[src/rtl/kf8255_seq_pkg.sv]
// Shared types and constants for the KF8255 bus sequencer: FSM state
// encoding, PPI register addresses and small helper functions.
package kf8255_seq_pkg;

  typedef enum logic [2:0] {
    IDLE    = 3'd0,
    SETUP   = 3'd1,
    STROBE  = 3'd2,
    RECOVER = 3'd3,
    ACK     = 3'd4
  } seq_state_t;

  // PPI register addresses, matching the existing KF8255 definitions.
  localparam logic [1:0] PORT_A  = 2'd0;
  localparam logic [1:0] PORT_B  = 2'd1;
  localparam logic [1:0] PORT_C  = 2'd2;
  localparam logic [1:0] CONTROL = 2'd3;

  // True while the PPI bus is owned (chip select asserted).
  function automatic logic bus_phase(input seq_state_t s);
    logic result;
    case (s)
      SETUP:   result = 1'b1;
      STROBE:  result = 1'b1;
      RECOVER: result = 1'b1;
      default: result = 1'b0;
    endcase
    return result;
  endfunction

  // Largest of three phase lengths, used to size the shared phase counter.
  function automatic int max3(input int a, input int b, input int c);
    int m;
    m = a;
    if (b > m) begin
      m = b;
    end else begin
      m = m;
    end
    if (c > m) begin
      m = c;
    end else begin
      m = m;
    end
    return m;
  endfunction

endpackage

[src/rtl/kf8255_rr_arbiter.sv]
// Combinational round-robin arbiter: picks the first active request at or
// after the pointer, wrapping around. The pointer itself lives in the caller.
module kf8255_rr_arbiter
  import kf8255_seq_pkg::*;
#(
  parameter int NUM_REQ = 2,
  parameter int IDX_W   = 1
) (
  input  logic [NUM_REQ-1:0] req,
  input  logic [IDX_W-1:0]   pointer,
  output logic [NUM_REQ-1:0] grant,
  output logic [IDX_W-1:0]   grant_index,
  output logic               grant_valid
);

  localparam logic [IDX_W:0] NUM_W = (IDX_W+1)'(NUM_REQ);

  logic [IDX_W:0] cand;

  // Scan requesters starting at the pointer; the first hit wins.
  always_comb begin
    grant       = '0;
    grant_index = '0;
    grant_valid = 1'b0;
    cand        = '0;
    for (int off = 0; off < NUM_REQ; off++) begin
      cand = {1'b0, pointer} + (IDX_W+1)'(off);
      if (cand >= NUM_W) begin
        cand = cand - NUM_W;
      end else begin
        cand = cand;
      end
      if (!grant_valid && req[cand[IDX_W-1:0]]) begin
        grant_valid                    = 1'b1;
        grant_index                    = cand[IDX_W-1:0];
        grant[cand[IDX_W-1:0]]         = 1'b1;
      end else begin
        grant_valid = grant_valid;
      end
    end
  end

endmodule

[src/rtl/kf8255_bus_sequencer.sv]
// Shares one KF8255 PPI bus between several requesters. Arbitrates
// round-robin, latches the winning command and plays it out with fixed
// setup / strobe / recovery timing, then acks the requester for one cycle.
module kf8255_bus_sequencer
  import kf8255_seq_pkg::*;
#(
  parameter int NUM_REQ         = 2,
  parameter int SETUP_CYCLES    = 1,
  parameter int STROBE_CYCLES   = 2,
  parameter int RECOVERY_CYCLES = 1
) (
  input  logic                 clock,
  input  logic                 reset_n,
  input  logic [NUM_REQ-1:0]   req,
  input  logic [NUM_REQ-1:0]   req_write,
  input  logic [2*NUM_REQ-1:0] req_address,
  input  logic [8*NUM_REQ-1:0] req_wdata,
  output logic [NUM_REQ-1:0]   ack,
  output logic [7:0]           rdata,
  output logic                 busy,
  output logic                 ppi_chip_select_n,
  output logic                 ppi_read_enable_n,
  output logic                 ppi_write_enable_n,
  output logic [1:0]           ppi_address,
  output logic [7:0]           ppi_data_out,
  input  logic [7:0]           ppi_data_in
);

  localparam int IDX_W     = (NUM_REQ > 1) ? $clog2(NUM_REQ) : 1;
  localparam int MAX_PHASE = max3(SETUP_CYCLES, STROBE_CYCLES, RECOVERY_CYCLES);
  localparam int CNT_W     = $clog2(MAX_PHASE) + 1;

  // Each phase loads length-1 and runs down to zero.
  localparam logic [CNT_W-1:0] SETUP_LOAD    = CNT_W'(SETUP_CYCLES - 1);
  localparam logic [CNT_W-1:0] STROBE_LOAD   = CNT_W'(STROBE_CYCLES - 1);
  localparam logic [CNT_W-1:0] RECOVERY_LOAD = CNT_W'(RECOVERY_CYCLES - 1);
  localparam logic [IDX_W-1:0] LAST_IDX      = IDX_W'(NUM_REQ - 1);

  seq_state_t         state;
  seq_state_t         state_next;
  logic [CNT_W-1:0]   cnt;
  logic [CNT_W-1:0]   cnt_next;
  logic               load_cmd;

  logic [IDX_W-1:0]   pointer;
  logic [IDX_W-1:0]   pointer_next;
  logic [IDX_W-1:0]   grant_index;
  logic [NUM_REQ-1:0] grant_onehot;
  logic               cmd_write;

  logic [NUM_REQ-1:0] arb_grant;
  logic [IDX_W-1:0]   arb_index;
  logic               arb_valid;

  logic               sel_write;
  logic [1:0]         sel_address;
  logic [7:0]         sel_wdata;

  kf8255_rr_arbiter #(
    .NUM_REQ (NUM_REQ),
    .IDX_W   (IDX_W)
  ) u_arbiter (
    .req         (req),
    .pointer     (pointer),
    .grant       (arb_grant),
    .grant_index (arb_index),
    .grant_valid (arb_valid)
  );

  // Select the command fields of the requester the arbiter is offering.
  always_comb begin
    sel_write   = 1'b0;
    sel_address = 2'b00;
    sel_wdata   = 8'h00;
    for (int i = 0; i < NUM_REQ; i++) begin
      if (arb_grant[i]) begin
        sel_write   = req_write[i];
        sel_address = req_address[2*i +: 2];
        sel_wdata   = req_wdata[8*i +: 8];
      end else begin
        sel_write = sel_write;
      end
    end
  end

  // Rotate the pointer to just past the requester being acked.
  always_comb begin
    if (grant_index == LAST_IDX) begin
      pointer_next = '0;
    end else begin
      pointer_next = grant_index + IDX_W'(1);
    end
  end

  // Next-state and phase counter logic.
  always_comb begin
    state_next = state;
    cnt_next   = cnt;
    load_cmd   = 1'b0;
    case (state)
      IDLE: begin
        if (arb_valid) begin
          state_next = SETUP;
          cnt_next   = SETUP_LOAD;
          load_cmd   = 1'b1;
        end else begin
          state_next = IDLE;
        end
      end
      SETUP: begin
        if (cnt == '0) begin
          state_next = STROBE;
          cnt_next   = STROBE_LOAD;
        end else begin
          cnt_next = cnt - CNT_W'(1);
        end
      end
      STROBE: begin
        if (cnt == '0) begin
          state_next = RECOVER;
          cnt_next   = RECOVERY_LOAD;
        end else begin
          cnt_next = cnt - CNT_W'(1);
        end
      end
      RECOVER: begin
        if (cnt == '0) begin
          state_next = ACK;
          cnt_next   = '0;
        end else begin
          cnt_next = cnt - CNT_W'(1);
        end
      end
      ACK: begin
        state_next = IDLE;
        cnt_next   = '0;
      end
      default: begin
        state_next = IDLE;
        cnt_next   = '0;
      end
    endcase
  end

  // FSM state and phase counter registers.
  always_ff @(posedge clock or negedge reset_n) begin
    if (!reset_n) begin
      state <= IDLE;
      cnt   <= '0;
    end else begin
      state <= state_next;
      cnt   <= cnt_next;
    end
  end

  // Latch the granted command and advance the round-robin pointer on ack.
  always_ff @(posedge clock or negedge reset_n) begin
    if (!reset_n) begin
      cmd_write    <= 1'b0;
      grant_index  <= '0;
      grant_onehot <= '0;
      pointer      <= '0;
    end else begin
      if (load_cmd) begin
        cmd_write    <= sel_write;
        grant_index  <= arb_index;
        grant_onehot <= arb_grant;
      end
      if (state == ACK) begin
        pointer <= pointer_next;
      end
    end
  end

  // Registered bus outputs decoded from the upcoming state, so strobes
  // change cleanly on the clock edge; WR# rises one phase before CS#.
  always_ff @(posedge clock or negedge reset_n) begin
    if (!reset_n) begin
      ppi_chip_select_n  <= 1'b1;
      ppi_read_enable_n  <= 1'b1;
      ppi_write_enable_n <= 1'b1;
      ppi_address        <= 2'b00;
      ppi_data_out       <= 8'h00;
      ack                <= '0;
      rdata              <= 8'h00;
      busy               <= 1'b0;
    end else begin
      ppi_chip_select_n  <= ~bus_phase(state_next);
      busy               <= bus_phase(state_next);
      ppi_write_enable_n <= ~((state_next == STROBE) && cmd_write);
      ppi_read_enable_n  <= ~((state_next == STROBE) && !cmd_write);
      ack                <= (state_next == ACK) ? grant_onehot : '0;
      if (load_cmd) begin
        ppi_address  <= sel_address;
        ppi_data_out <= sel_write ? sel_wdata : 8'h00;
      end
      if ((state == STROBE) && (cnt == '0) && !cmd_write) begin
        rdata <= ppi_data_in;
      end
    end
  end

endmodule

[config.mk]
export PLATFORM = sky130hd
export DESIGN_NAME = kf8255_bus_sequencer
export DESIGN_NICKNAME = d
export VERILOG_FILES = /design/src/rtl/kf8255_seq_pkg.sv /design/src/rtl/kf8255_rr_arbiter.sv /design/src/rtl/kf8255_bus_sequencer.sv
export SDC_FILE = /design/constraint.sdc
export NUM_CORES = 1
export LEC_CHECK = 0
export CORE_ASPECT_RATIO = 0.7
export CORE_UTILIZATION = 42
export DETAILED_ROUTE_END_ITERATION = 12
export PLACE_DENSITY = 0.81
export SETUP_SLACK_MARGIN = 0.5
export SLEW_MARGIN = 20
export SYNTH_ARGS = -nofsm -noshare
export SYNTH_HDL_FRONTEND = slang
export SYNTH_HIERARCHICAL = 1
export SYNTH_SLANG_ARGS = --single-unit
[constraint.sdc]
create_clock -name clock -period 1.59 [get_ports clock]
set_input_delay 0.318 -clock clock [delete_from_list [all_inputs] [get_ports clock]]
set_output_delay 0.318 -clock clock [all_outputs]
set_load 0.05 [all_outputs]
# [Word-level counts from Yosys, hierarchy flattened]
# Index checks and enable logic that the tools add are counted.
[totals] register_bits=34 latch_bits=0 mem_bits_rw=0 mem_bits_ro=0 input_bits=34 output_inout_bits=24 word_cells=88 n_memories=0
[classes] addsub=5 mul=0 n_div=0 order_cmp=6 n_eq_ne=9 shifts=0 n_mux=37 bitwise=4 reduce_logical=13
[ops] cell="$mux W8" count=3
[ops] cell="$mux W1" count=19
[ops] cell="$mux W2" count=8
[ops] cell="$eq A3 B2 Y1 const B" count=4
[ops] cell="$pmux W3 S4" count=1
[ops] cell="$mux W3" count=3
[ops] cell="$logic_and A1 B1 Y1" count=7
[ops] cell="$eq A3 B1 Y1 const B" count=2
[ops] cell="$eq A3 B3 Y1 const B" count=2
[ops] cell="$pmux W2 S3" count=1
[ops] cell="$lt A1 B2 Y1 const B" count=2
[ops] cell="$logic_not A3 Y1" count=1
[ops] cell="$not A1 Y1" count=3
[ops] cell="$reduce_or A3 Y1" count=1
[ops] cell="$add A1 B1 Y2 const B" count=1
[ops] cell="$demux W1 S1" count=2
[ops] cell="$ge A1 B1 Y1 const B" count=2
[ops] cell="$ge A1 B2 Y1 const B" count=1
[ops] cell="$ge A2 B2 Y1 const B" count=1
[ops] cell="$logic_not A1 Y1" count=2
[ops] cell="$logic_not A2 Y1" count=1
[ops] cell="$ne A2 B2 Y1 const B" count=1
[ops] cell="$or A2 B2 Y2" count=1
[ops] cell="$reduce_or A2 Y1" count=1
[ops] cell="3 further kinds" count=4

# [Depth between registers and ports, before layout]
[logic_depth] word_depth=14 ltp_mapped=6 ltp_nobuf=5

# [Cells and area by module]
# The synthesis kept the hierarchy.
[modules_own_cells] mod="kf8255_bus_sequencer" n_inst=1 cells_each=119 area_each_um2=1441.4 seq_area_each_um2=854.6
[modules_own_cells] mod="kf8255_rr_arbiter" n_inst=1 cells_each=5 area_each_um2=32.5 seq_area_each_um2=0.0

# [Worst setup path after synthesis]
# OpenSTA, ideal clock, no wires.
[synth_path] path_type="register -> register" start="reg pointer" end="reg ppi_data_out[0]" setup_ps=124 arrival_time_ps=1286 required_time_ps=1466 setup_slack_ps=179 path_stages_with_launch=7 n_path_buf=1 synth_period_minus_slack_ps=1411 cell_sequence="dfrtp_1 inv_1 a21boi_1 and3b_1 clkbuf_1 a22oi_1 a21oi_1"
[synth_between] word_cells_on_any_way=35 classes_between="3 x add/sub; 6 x order compare; 21 x mux; 1 x bitwise; 4 x reduce/logical"
[synth_lines] element="from (decl)" line_no="kf8255_bus_sequencer.sv:45" text="logic [IDX_W-1:0] pointer;"
[synth_lines] element="from (signal assigned)" line_no="kf8255_bus_sequencer.sv:170" text="pointer <= pointer_next;"
[synth_lines] element="$add A1 B1 Y2 (tied with other cells)" line_no="kf8255_rr_arbiter.sv:27" text="cand = {1'b0, pointer} + (IDX_W+1)'(off);"
[synth_lines] element="$ge A2 B2 Y1 (tied with other cells)" line_no="kf8255_rr_arbiter.sv:28" text="if (cand >= NUM_W) begin"
[synth_lines] element="$mux W1 (tied with other cells)" line_no="kf8255_rr_arbiter.sv:28"
[synth_lines] element="$lt A1 B2 Y1 (implied by the code) (tied with other cells)" line_no="kf8255_rr_arbiter.sv:36" text="grant[cand[IDX_W-1:0]] = 1'b1;"
[synth_lines] element="$logic_and A1 B1 Y1 (implied by the code) or $mux W1 (tied branches)" line_no="kf8255_rr_arbiter.sv:36"
[synth_lines] element="$mux W1 (implied by the code) or $demux W1 S1 (tied branches)"
[synth_lines] element="$demux W1 S1 or $mux W2 (tied branches)"
[synth_lines] element="$or A2 B2 Y2 (no line)"
[synth_lines] element="$mux W2 *" line_no="kf8255_rr_arbiter.sv:33" text="if (!grant_valid && req[cand[IDX_W-1:0]]) begin"
[synth_lines] element="named net arb_grant[1]" line_no="kf8255_bus_sequencer.sv:51" text="logic [NUM_REQ-1:0] arb_grant;"
[synth_lines] element="$mux W8 or $mux W1 (tied branches)" line_no="kf8255_bus_sequencer.sv:76" text="if (arb_grant[i]) begin"
[synth_lines] element="$mux W8 *" line_no="kf8255_bus_sequencer.sv:195" text="ppi_data_out <= sel_write ? sel_wdata : 8'h00;"
[synth_lines] element="to (signal assigned)" line_no="kf8255_bus_sequencer.sv:195"
[synth_lines] element="to (decl)" line_no="kf8255_bus_sequencer.sv:25" text="output logic [7:0] ppi_data_out,"
# Mark *: on every way through the listed nets, which the timed path passes. The rest lies on a longest branch. The select of a mux whose other input is x is not followed.
# A chain may end at the register's enable or synchronous reset.

# [Worst setup path after layout]
# Ends and elaborated chain as after synthesis.

==> flow_summary.yaml <==
run_status:
  status: "finished, final reports clean"
routing:
  viasPerCell: 5.22
  firstDrtPassIters: 4
  final_antenna_net_count: 0
  wl_um: 4600
  via_count: 1383
  drc: 0
  initialDrtViolationCount: 43
  routedWlPerCell_um: 17.4
timing:
  tns_ps: 0
  finalCritPeriodShare_pct: 86.1
  relSlewSlack_pct: 79.3
  fmax_mhz: 730
  rsz0062_at_grt: "true"
  setup_viol: 0
  period_minus_slack_ps: 1370
  fin_ws_ps: 221
  worst_slew_pin_slew_ps: 310
  hold_viol: 0
  skew_ps: 5.26
  slew_viol_final: 0
  whs_ps: 394
worst_setup_path:
  crit_chain: "inv_2 -> a21boi_2 -> and3b_2 -> buf_12 -> a22oi_2 -> a21oi_2"
  cp_data_arrival_time_ps: 1550
  cp.buffers_inverters: 2
  end_kind: "flop"
  crit_slowest_cell: "dfrtp_1"
  critical-path-top-delay-family: "flip-flops"
  cpPeakStageDelay_ps: 410
  critPathRequiredTime_ps: 1770
  crit_type: "reg -> reg"
  crit_path_max_fanout: 9
  cp-start-kind: "flop"
global_route:
  grt_max_degree: 35
  grt_pass1_vias: 1463
  track_usage_pct: 25.6
  grt_pass1_wl_um: 6880
  gr-total-overflow: 0
  antenna_found_initial: 0
synth:
  ys_warn_count: 6
  synthSimpleGateAreaFrac_pct: 13.1
  syn_avg_cell_area_sq_um: 11.9
  synth_xor_area_share_pct: 0.594
  synthCells: 124
  syn-num-nets: 158
  netlist_area_sq_um: 1470
  synth_top_area_share_pct: 52.6
  synth_cell_types: 35
  synth_seq_cells: 34
  synthMuxAreaShare_pct: 9.85
  synth_top_family_by_area: "compound AO/OA/AOI/OAI gates"
  ys_seq_area_share_pct: 58.0
  synth_compound_area_share_pct: 14.3
  yosysTopAreaCell: "dfrtp_1"
  synth_adder_area_share_pct: 0
  ys_top_cells_by_area: "dfrtp_1, mux2_2, dfstp_2, a22oi_1, nor2_1"
floorplanning:
  core_sq_um: 3250
  dieArea_sq_um: 3750
  start_util_pct: 45.3
  rows: 17
  die_x_um: 72.8
  die_h_um: 51.6
  ios: 58
power:
  power_w: 0.00654
  vdd_drop_max_uv: 1860
  p_int_w: 0.00368
  p_leak_nw: 1.22
  switching_share_pct: 43.8
  p_sw_w: 0.00287
  p_comb_share_pct: 64.4
  power_density_nw_per_um2: 2310
  pwr-share-clk_pct: 10.5
  seq_power_share_pct: 25.2
placement:
  place.gp.congestion: 0.798
  port_buffers: 57
  dpl-instance-area_sq_um: 2200
  pre_cts_ws_ps: -282
  dp_hpwl_um: 2640
cells_and_area:
  multi_input_area_sq_um: 768
  diodes: 0
  fillers: 151
  fin_area_sq_um: 2830
  drive_gt1_share_pct: 58.7
  area_growth_pct: 92.0
  nets: 251
  regArea_sq_um: 858
clock_tree:
  cts_tree: "yes"
  numCtsBuffers: 5
  cts_root_buf: "clkbuf_8"
  clk_latency_ps: 290
  ctsHoldBuffers: 0
  htree_levels: 2
  clock-sinks: 34
  path_clk_slew_ps: 70
  cts.path.max_buffers: 2
min_path:
  hold_path_class: "in -> async"
run:
  maxCapViolCount: 0
-- synth_stat cells --
| master | instances |
|---|---|
| a21oi_2 | 1 |
| xnor2_1 | 1 |
| buf_4 | 1 |
| nor4b_4 | 1 |
| a21oi_1 | 10 |
| buf_1 | 1 |
| buf_6 | 2 |
| a22oi_1 | 10 |
| o31ai_1 | 1 |
| nand4b_2 | 1 |
| nor3b_1 | 1 |
| dfstp_2 | 3 |
| o21ai_0 | 2 |
| mux2i_1 | 1 |
| nand2b_1 | 1 |
| a311o_1 | 1 |
| dfrtp_1 | 31 |
| and3b_1 | 1 |
| nand2_1 | 3 |
| or2_1 | 1 |
| o2bb2ai_1 | 1 |
| and2_1 | 3 |
| a31oi_1 | 1 |
| o2111a_1 | 1 |
| inv_1 | 4 |
| clkbuf_1 | 1 |
| mux2_2 | 12 |
| buf_2 | 2 |
| nor2_1 | 17 |
| nor2b_1 | 1 |
| a21boi_1 | 3 |
| and4_1 | 1 |
| nand3_1 | 1 |
| or3_1 | 1 |
| nor3_1 | 1 |
-- worst paths after layout --
kind / startpoint / endpoint / slack [ps] / cells past startpoint
worst min-delay path: reset_n / rdata[3] / 390 / 2
min in group clock: grant_index / pointer / 490 / 1
max in group asynchronous: reset_n / ppi_write_enable_n / 950 / 2
worst min register to register: grant_index / pointer / 490 / 1
worst max-delay path: pointer / ppi_data_out[0] / 220 / 6
worst max register to register: pointer / ppi_data_out[0] / 220 / 6
-- routing by layer --
metal / vias to the layer above / track usage (%) / routed length, um
met5: - / 0 / 0
met4: 0 / 11.4 / 66
met3: 8 / 6.40 / 248
met2: 57 / 45.5 / 2350
met1: 695 / 29.6 / 1940
li1: 623 / - / -
-- through the flow --
| step | util, % | instances |
|---|---|---|
| 2_1_floorplan | - | 124 |
| 3_5_place_dp | 67.5 | 230 |
| 6_report | 87.0 | 265 |
| 3_3_place_gp | 67.5 | 230 |
| 5_1_grt | 87.0 | 265 |
| 4_1_cts | 81.9 | 257 |
-- logic make-up (layout without fill, tap and decap cells) --
group,Yosys count,count (layout)
AOI/OAI and AO/OA,31,31
xor gates and xnor gates,1,1
buffers and inverters,11,105
DFF,34,34
muxes,13,13
and+or+nand+nor,34,34
-- layout make-up --
type | instances | share of cell area [%]
Inverter | 4 | 0.531
Timing Repair Buffer | 93 | 36.7
Multi-Input combinational cell | 79 | 27.1
Clock inverter | 1 | 0.177
Sequential cell | 34 | 30.3
Clock buffer | 7 | 3.05
Tap cell | 47 | 2.08
-- placed cells by master (no fill, tap or decap), drive strengths merged, types with 2 or more instances in the layout --
cell	n
a21boi	3
clkbuf	7
buf	60
dfrtp	31
nor2	17
mux2	12
nand2	3
and2	3
clkdlybuf4s15	2
dfstp	3
a22oi	10
a21oi	11
inv	4
o21ai	2
clkdlybuf4s50	31
-- what timing repair did --
| action | 4_1_cts | 5_1_grt |
|---|---|---|
| endpoints found under the hold margin | 0 | 0 |
| endpoints found under the setup margin | 58 | 57 |
| gates resized for setup | 60 | 27 |
| setup buffers | 18 | 8 |
| cloned | 1 | 0 |
| pin swaps | 11 | 23 |
-- state kept, by name (all words and copies together) (netlist names) --
| name | cells |
|---|---|
| grant_onehot | 2 |
| rdata | 8 |
| ack | 2 |
| busy | 1 |
| cmd_write | 1 |
| ppi_chip_select_n | 1 |
| ppi_data_out | 8 |
| pointer | 1 |
| ppi_read_enable_n | 1 |
| state | 3 |
| cnt | 2 |
| ppi_write_enable_n | 1 |
| ppi_address | 2 |
| grant_index | 1 |
-- power by group through the flow --
stage          Clock (W)  Sequential, W  Combinational [W]
2_1_floorplan          0        0.00254            0.00106
3_3_place_gp           0        0.00157            0.00283
3_5_place_dp           0        0.00160            0.00291
4_1_cts         0.000677        0.00164            0.00373
5_1_grt         0.000715        0.00168            0.00441
6_report        0.000684        0.00165            0.00421
Power figures use the tool's default switching activity.
